==> src/rtl/frame_hdr_insert_pkg.sv <==
// Shared definitions for the frame header insertion stage: FSM state
// encoding, header field offsets and the per-sample count width.
package frame_hdr_insert_pkg;

   localparam int CNT_WIDTH = 16;
   localparam int LEN_LSB   = 0;
   localparam int SEQ_LSB   = 16;

   // S_HDR: a new frame is about to start (header pending when enabled).
   // S_DATA: samples of the current frame pass straight through.
   typedef enum logic [0:0] {
      S_HDR  = 1'b0,
      S_DATA = 1'b1
   } state_e;

   // Header word: frame length (cnt_limit + 1, wrapping) in the low half,
   // frame sequence number in the high half.
   function automatic logic [31:0] make_hdr(input logic [CNT_WIDTH-1:0] limit,
                                            input logic [CNT_WIDTH-1:0] seq);
      logic [31:0] h;
      h = '0;
      h[LEN_LSB +: CNT_WIDTH] = limit + CNT_WIDTH'(1);
      h[SEQ_LSB +: CNT_WIDTH] = seq;
      return h;
   endfunction

endpackage

==> src/rtl/frame_hdr_insert_axis_out_reg.sv <==
// axis_out_reg: single AXI-Stream output register. Holds its word while the
// consumer stalls and reports when a new word may be written.
module axis_out_reg #(
   parameter int DATA_WIDTH = 32
) (
   input  logic                  clk,
   input  logic                  rst,
   input  logic                  load,
   input  logic [DATA_WIDTH-1:0] in_data,
   input  logic                  in_last,
   input  logic                  out_ready,
   output logic                  out_valid,
   output logic [DATA_WIDTH-1:0] out_data,
   output logic                  out_last,
   output logic                  can_load
);

   logic                  valid_q, valid_d;
   logic [DATA_WIDTH-1:0] data_q, data_d;
   logic                  last_q, last_d;

   // Register is free when empty or when its word leaves this cycle.
   assign can_load = !valid_q | out_ready;

   // Next-state for the output word: load new word, drain, or hold.
   always_comb begin
      valid_d = valid_q;
      data_d  = data_q;
      last_d  = last_q;
      if (can_load) begin
         valid_d = load;
      end
      if (load) begin
         data_d = in_data;
         last_d = in_last;
      end
   end

   // Output register state.
   always_ff @(posedge clk or posedge rst) begin
      if (rst) begin
         valid_q <= 1'b0;
         data_q  <= '0;
         last_q  <= 1'b0;
      end else begin
         valid_q <= valid_d;
         data_q  <= data_d;
         last_q  <= last_d;
      end
   end

   assign out_valid = valid_q;
   assign out_data  = data_q;
   assign out_last  = last_q;

endmodule

==> src/rtl/frame_hdr_insert.sv <==
// frame_hdr_insert: turns the aligned sample stream (count + final flag) into
// an AXI-Stream with tlast per frame, optionally prefixing each frame with a
// header word, and flags count discontinuities (sticky seq_err).
// Build option: define FRAME_HDR_EN to insert the header word; without it the
// S_HDR state is transparent and no header is emitted.
//
// Handshake: a word moves on either interface only in a cycle where both
// valid and ready are high; valid never depends on ready, and an offered
// output word (data/last) is held unchanged until it is taken.
module frame_hdr_insert
   import frame_hdr_insert_pkg::*;
#(
   parameter int DATA_WIDTH = 32
) (
   input  logic                  clk,
   input  logic                  sync_reset,
   input  logic                  s_axis_tvalid,
   input  logic [DATA_WIDTH-1:0] s_axis_tdata,
   input  logic [CNT_WIDTH-1:0]  s_axis_count,
   input  logic                  s_axis_final_cnt,
   output logic                  s_axis_tready,
   input  logic [CNT_WIDTH-1:0]  cnt_limit,
   output logic                  m_axis_tvalid,
   output logic [DATA_WIDTH-1:0] m_axis_tdata,
   output logic                  m_axis_tlast,
   input  logic                  m_axis_tready,
   output logic [CNT_WIDTH-1:0]  frame_seq,
   output logic                  seq_err,
   output state_e                dbg_state
);

   state_e                state_q, state_d;
   logic [CNT_WIDTH-1:0]  frame_seq_q, frame_seq_d;
   logic [CNT_WIDTH-1:0]  exp_cnt_q, exp_cnt_d;
   logic                  seq_err_q, seq_err_d;

   logic                  can_load;
   logic                  hdr_mode;
   logic                  hdr_load;
   logic                  accept;
   logic                  reg_load;
   logic [DATA_WIDTH-1:0] hdr_word;
   logic [DATA_WIDTH-1:0] reg_data;
   logic                  reg_last;

`ifdef FRAME_HDR_EN
   assign hdr_mode = (state_q == S_HDR);
`else
   assign hdr_mode = 1'b0;
`endif

   // Input is held off during reset, while a header is pending, or while the
   // output register cannot take a word.
   assign s_axis_tready = !sync_reset & can_load & !hdr_mode;
   assign accept        = s_axis_tvalid & s_axis_tready;
   assign hdr_load      = hdr_mode & s_axis_tvalid & can_load;
   assign reg_load      = hdr_load | accept;

   // Header word built from the live cnt_limit and the current frame number.
   always_comb begin
      hdr_word       = '0;
      hdr_word[31:0] = make_hdr(cnt_limit, frame_seq_q);
   end

   assign reg_data = hdr_load ? hdr_word : s_axis_tdata;
   assign reg_last = hdr_load ? 1'b0 : s_axis_final_cnt;

   // FSM, frame numbering and count-continuity check.
   always_comb begin
      state_d     = state_q;
      frame_seq_d = frame_seq_q;
      exp_cnt_d   = exp_cnt_q;
      seq_err_d   = seq_err_q;
      if (hdr_load) begin
         state_d = S_DATA;
      end
      if (accept) begin
         if (s_axis_count != exp_cnt_q) begin
            seq_err_d = 1'b1;
         end
         if (s_axis_final_cnt) begin
            state_d     = S_HDR;
            frame_seq_d = frame_seq_q + CNT_WIDTH'(1);
            exp_cnt_d   = '0;
         end else begin
            state_d   = S_DATA;
            exp_cnt_d = s_axis_count + CNT_WIDTH'(1);
         end
      end
   end

   // Control state registers.
   always_ff @(posedge clk or posedge sync_reset) begin
      if (sync_reset) begin
         state_q     <= S_HDR;
         frame_seq_q <= '0;
         exp_cnt_q   <= '0;
         seq_err_q   <= 1'b0;
      end else begin
         state_q     <= state_d;
         frame_seq_q <= frame_seq_d;
         exp_cnt_q   <= exp_cnt_d;
         seq_err_q   <= seq_err_d;
      end
   end

   axis_out_reg #(
      .DATA_WIDTH (DATA_WIDTH)
   ) u_out_reg (
      .clk       (clk),
      .rst       (sync_reset),
      .load      (reg_load),
      .in_data   (reg_data),
      .in_last   (reg_last),
      .out_ready (m_axis_tready),
      .out_valid (m_axis_tvalid),
      .out_data  (m_axis_tdata),
      .out_last  (m_axis_tlast),
      .can_load  (can_load)
   );

   assign frame_seq = frame_seq_q;
   assign seq_err   = seq_err_q;
   assign dbg_state = state_q;

endmodule
==> config.mk <==
export PLATFORM = sky130hd
export DESIGN_NAME = frame_hdr_insert
export DESIGN_NICKNAME = d
export VERILOG_FILES = /design/src/rtl/frame_hdr_insert_pkg.sv /design/src/rtl/frame_hdr_insert_axis_out_reg.sv /design/src/rtl/frame_hdr_insert.sv
export SDC_FILE = /design/constraint.sdc
export NUM_CORES = 1
export LEC_CHECK = 0
export CAP_MARGIN = 40
export CORE_ASPECT_RATIO = 1.75
export CORE_MARGIN = 1.5
export CORE_UTILIZATION = 48
export DETAILED_ROUTE_END_ITERATION = 7
export GPL_ROUTABILITY_DRIVEN = 1
export PLACE_DENSITY_LB_ADDON = 0.3
export SETUP_SLACK_MARGIN = 0.4
export SLEW_MARGIN = 25
export SYNTH_ARGS = -nofsm -noshare
export SYNTH_HDL_FRONTEND = slang
export SYNTH_HIERARCHICAL = 1
export SYNTH_SLANG_ARGS = --single-unit
==> constraint.sdc <==
create_clock -name clk -period 3.24 [get_ports clk]
set_clock_uncertainty 0.15 [all_clocks]
set_input_delay 0.648 -clock clk [delete_from_list [all_inputs] [get_ports clk]]
set_output_delay 0.648 -clock clk [all_outputs]
set_load 0.005 [all_outputs]
## After elaboration in Yosys (flattened, before gate mapping)

Cells that the tools add are included.

| cells by class | value |
|---|---|
| bitwise logic cells | 3 |
| equal/unequal tests | 1 |
| reduce and logical (&&, ||, !) cells | 4 |
| order comparisons | 0 |
| multiply operators | 0 |
| mux-type cells | 2 |
| add/sub/neg operators | 2 |
| shifts and indexed selects | 0 |
| div/mod/pow operators | 0 |

Operators by type and width:

| operator | count |
|---|---|
| $add A16 B1 Y16 const B | 2 |
| $mux W16 | 1 |
| $ne A16 B16 Y1 | 1 |
| $reduce_and A2 Y1 | 2 |
| $and A1 B1 Y1 | 2 |
| $logic_not A1 Y1 | 2 |
| $mux W1 | 1 |
| $or A1 B1 Y1 | 1 |

| storage, ports and cells | value |
|---|---|
| bits in registers | 68 |
| bits in read-only memories | 0 |
| bits in latches | 0 |
| bits in writable memories | 0 |
| memories | 0 |
| bits of input ports | 69 |
| output and inout bits | 53 |

## Depth between registers and ports, before layout

| depth | value |
|---|---|
| depth in word-level cells | 5 |
| mapped depth | 6 |
| gate-level depth less buffers | 6 |

## By module

The synthesis kept the hierarchy.

By module, submodules not included:

| module | instances | area an instance (µm²) | seq. area each (µm²) | cells an instance |
|---|---|---|---|---|
| frame_hdr_insert | 1 | 1815.5 | 850.8 | 179 |
| axis_out_reg | 1 | 1418.9 | 850.8 | 74 |

## Worst setup path after synthesis

Ideal clock, no wire load.

| timing path | value |
|---|---|
| kind | input to register |
| from | input m_axis_tready |
| to | register frame_seq_q[15] (netlist: frame_seq[15]) |
| arrival | 1.799 ns |
| data required time | 3.011 ns |
| path slack | 1.212 ns |
| setup time | 0.079 ns |
| stages | 6 |
| cell sequence | nand2b_1 -> nand4b_4 -> or3_1 -> buf_6 -> nor3_4 -> xor2_1 |

| on the way | value |
|---|---|
| longest elaborated chain between the ends | 4 |

Ends and longest elaborated chain:

| what | line | source |
|---|---|---|
| start, declared | frame_hdr_insert.sv:26 | `input logic m_axis_tready,` |
| $or A1 B1 Y1 | frame_hdr_insert_axis_out_reg.sv:23 | `assign can_load = !valid_q \| out_ready;` |
| $and A1 B1 Y1 | frame_hdr_insert.sv:54 | `assign s_axis_tready = !sync_reset & can_load & !hdr_mode;` |
| $and A1 B1 Y1 | frame_hdr_insert.sv:55 | `assign accept = s_axis_tvalid & s_axis_tready;` |
| $reduce_and A2 Y1 (no line) | -- |  |
| end signal, assigned | frame_hdr_insert.sv:101 | `frame_seq_q <= frame_seq_d;` |
| end, declared | frame_hdr_insert.sv:33 | `logic [CNT_WIDTH-1:0] frame_seq_q, frame_seq_d;` |

Every way passes these cells.
A chain may end at the register's enable or synchronous reset.

## Final worst setup path

| timing path | value |
|---|---|
| from | input m_axis_tready |
| to | output s_axis_tready |

| on the way | value |
|---|---|
| longest elaborated chain between the ends | 2 |

Ends and longest elaborated chain:

| what | line | source |
|---|---|---|
| $or A1 B1 Y1 | frame_hdr_insert_axis_out_reg.sv:23 |  |
| via can_load | frame_hdr_insert.sv:37 | `logic can_load;` |
| $and A1 B1 Y1 | frame_hdr_insert.sv:54 |  |
| end, declared | frame_hdr_insert.sv:21 | `output logic s_axis_tready,` |

The timed path passes the listed nets, and every way through them passes these cells.

==> results.py <==
metrics = {
    "global_routing": {
        "antenna_found_initial": 0,
        "grtUsageMet1_pct": 25.1,
        "grtUsageMet2_pct": 36.1,
        "track_usage_pct": 21.7,
        "grt_pass1_vias": 2556,
        "grt-busiest-layer": "met2",
        "overflow": 0,
        "grt_max_degree": 37,
        "grt_first_pass_wirelength_mm": 12.1,
        "grtUsageMet3_pct": 7.17,
    },
    "setup_path": {
        "rrSetupSlack_ns": 1.47,
        "crit_path_top_delay_cell": "clkdlybuf4s50_1",
        "r2r_start": "u_out_reg/out_valid",
        "crit_path_frequent_cell": "clkdlybuf4s50_1",
        "timing.rr.end": "frame_seq[15]",
        "required_ns": 2.44,
        "crit_chain": "clkdlybuf4s50_1 > nand2b_2 > nor2b_1 > clkdlybuf4s50_1",
        "cp-end-kind": "output pin",
        "reg2reg_depth": 5,
        "startpoint": "m_axis_tready",
        "max_stage_delay_ns": 0.53,
        "start_kind": "primary input",
        "arrival_ns": 1.93,
        "critical_path_class": "primary input to output pin",
        "critPathMaxFanout": 4,
    },
    "hold_path": {
        "whs_endpoint": "frame_seq[15]",
        "min-delay-path-class": "flop to flop",
        "min_from": "frame_seq[15]",
        "hold_depth": 1,
    },
    "power": {
        "powerDensity_nw_per_um2": 557,
        "p_comb_share_pct": 23.2,
        "leakage_nw": 2.05,
        "p_sw_share_pct": 24.4,
        "clkPwrFrac_pct": 34.3,
        "internal_power_mw": 1.95,
        "switching_power_mw": 0.629,
        "report.power.total_mw": 2.58,
        "p_seq_share_pct": 42.5,
        "ir_drop_mv": 0.350,
    },
    "routing": {
        "routed_wl_mm": 7.13,
        "wl_per_cell_um": 15.8,
        "drt_iter0_drc": 103,
        "drc": 0,
        "drt-vias-per-instance": 5.22,
        "drt_pass1_iterations": 6,
        "ant_nets": 0,
        "vias": 2359,
    },
    "floorplan": {
        "ioPinCount": 122,
        "coreArea_um2": 6540,
        "die_h_um": 112,
        "dieArea_um2": 7260,
        "core.rowCount": 39,
        "floorplan.initialDensity_pct": 49.5,
        "die_w_um": 65.1,
    },
    "sta": {
        "fin_crit_sh_pct": 84.1,
        "fin_crit_ns": 2.72,
        "timing.fmax_ghz": 0.367,
        "finalSetupViolations": 0,
        "rsz0062_at_grt": "false",
        "fin_tns_setup_ns": 0,
        "hold_viol": 0,
        "slew_headroom_pct": 66.5,
        "final_max_slew_viol_count": 0,
        "tightest_slew_ns": 0.498,
    },
    "placement": {
        "routabilityCongestion": 0.798,
        "place.port_buffers": 105,
        "detailedPlacementHpwl_mm": 5.12,
    },
    "logic_synthesis": {
        "netlist_area_um2": 3230,
        "yosysSeqAreaShare_pct": 52.6,
        "yosysTopAreaCellShare_pct": 52.6,
        "synth_fp_nets": 324,
        "synthArstFlopShare_pct": 100,
        "synth_common_cells": "68 x dfrtp_1, 34 x xor2_1, 29 x mux2_4",
        "synth.most_common_cell": "dfrtp_1",
        "yosysTopAreaCell": "dfrtp_1",
        "yosys_warnings": 6,
        "syn_avg_cell_area_um2": 12.8,
        "ys.flop_type": "dfrtp_1",
        "postSynthCellCount": 253,
        "synth-seq-cells": 68,
        "synth_top_cells_by_area": "dfrtp_1 53%, mux2_4 13%, xor2_1 9.2%",
        "synth_edf_count": 0,
        "ys_types": 30,
    },
    "clock_tree": {
        "clk_latency_ns": 0.32,
        "post_cts_buffers": 0,
        "path_clk_slew_ns": 0.05,
        "cts-htree-levels": 3,
        "cts_tree": "yes",
        "cts_resized": 0,
        "cts_sinks": 68,
        "cts_hold_buf": 0,
        "cts_buffers": 9,
        "cts_buffer_depth": 2,
        "cts_root_buf": "clkbuf_16",
    },
    "cells_and_area": {
        "diodes": 0,
        "syn2layout_area_growth_pct": 42.9,
        "drive_above_1_share_pct": 15.1,
        "layout.nets": 437,
        "fin_util_pct": 70.7,
    },
    "status": {
        "outcome": "finished, final reports clean",
    },
    "run": {
        "maxCapViolations": 0,
    },
}
logic make-up (layout without fill, tap and decap cells):
kind of cell / after synthesis / in the layout / share of synthesized area [%]
AO/OA/AOI/OAI: 17 / 17 / 3.09
flip-flops: 68 / 68 / 52.6
AND/OR/NAND/NOR: 77 / 77 / 13.3
adder cells (fa/ha/maj): 2 / 2 / 0.774
buffers and inverters: 12 / 129 / 3.37
XOR/XNOR: 43 / 43 / 11.6
multiplexers: 34 / 34 / 15.2
worst max-delay path by stage:
stage | to | depth (start not counted) | slack [ns]
detailed placement | s_axis_tready | 4 | 0.44
CTS | s_axis_tready | 4 | 0.44
global placement | s_axis_tready | 4 | 0.47
finish | s_axis_tready | 4 | 0.52
global route | s_axis_tready | 4 | 0.46
floorplan | frame_seq[15] | 6 | 1.21
cell usage in the layout (no fill, tap or decap), drive strengths merged:
cell	count
nand2	27
clkdlybuf4s50	105
nand3b	1
o31ai	3
and3	3
clkinvlp	1
nor4	4
o211ai	2
nand2b	4
xnor2	9
nand4b	1
nand4	8
and2	1
nor3	2
or3	1
and4	5
clkbuf	14
o21ai	11
nor2b	2
xor2	34
or4	2
mux2	34
nor2	5
nand3	11
inv	3
a21o	1
dfrtp	68
ha	2
buf	6
area by class of cell:
| cell class | count | area [µm²] |
|---|---|---|
| fillers | 499 | 1920 |
| flip-flops and latches | 68 | 1700 |
| multi-input cells | 173 | 1430 |
| repair buffers | 111 | 1110 |
| clock buffers | 14 | 264 |
| well taps | 82 | 103 |
| inverters | 3 | 11.3 |
| clock inverters | 1 | 7.51 |
metal layers:
layer / share of wire (%) / vias to the layer above
li1: - / 1104
met1: 38 / 1151
met2: 53 / 89
met3: 7.0 / 15
met4: 2.3 / 0
met5: 0 / -
metrics by stage:
| step | worst slack (ns) | cells | hold slack, ns | area [µm²] |
|---|---|---|---|---|
| finish | 0.516 | 452 | 0.311 | 4620 |
| global route | 0.456 | 452 | 0.344 | 4620 |
| CTS | 0.443 | 452 | 0.319 | 4620 |
| detailed placement | 0.442 | 437 | 0.309 | 4350 |
| global placement | 0.468 | 437 | 0.303 | 4350 |
| floorplan | 1.21 | 253 | 0.301 | 3230 |
worst max-delay path: cells and delay by family:
kind | cells | cell delay (ns)
and+or+nand+nor | 2 | 0.30
buffers and inverters | 2 | 0.98
power groups by stage:
stage                     registers, mW  logic [mW]  clock network, mW
after floorplan                    1.10       0.253                  0
after global routing               1.11       0.653              0.944
after detailed placement           1.10       0.601                  0
final                              1.10       0.597              0.883
after CTS                          1.10       0.606              0.906
after global placement             1.10       0.590                  0
state kept, by name, indices dropped and copies added (netlist names):
signal,flops
frame_seq,16
u_out_reg/out_valid,1
seq_err,1
u_out_reg/out_last,1
u_out_reg/out_data,32
exp_cnt_q,16
dbg_state,1
(Power assumes the default switching activity.)
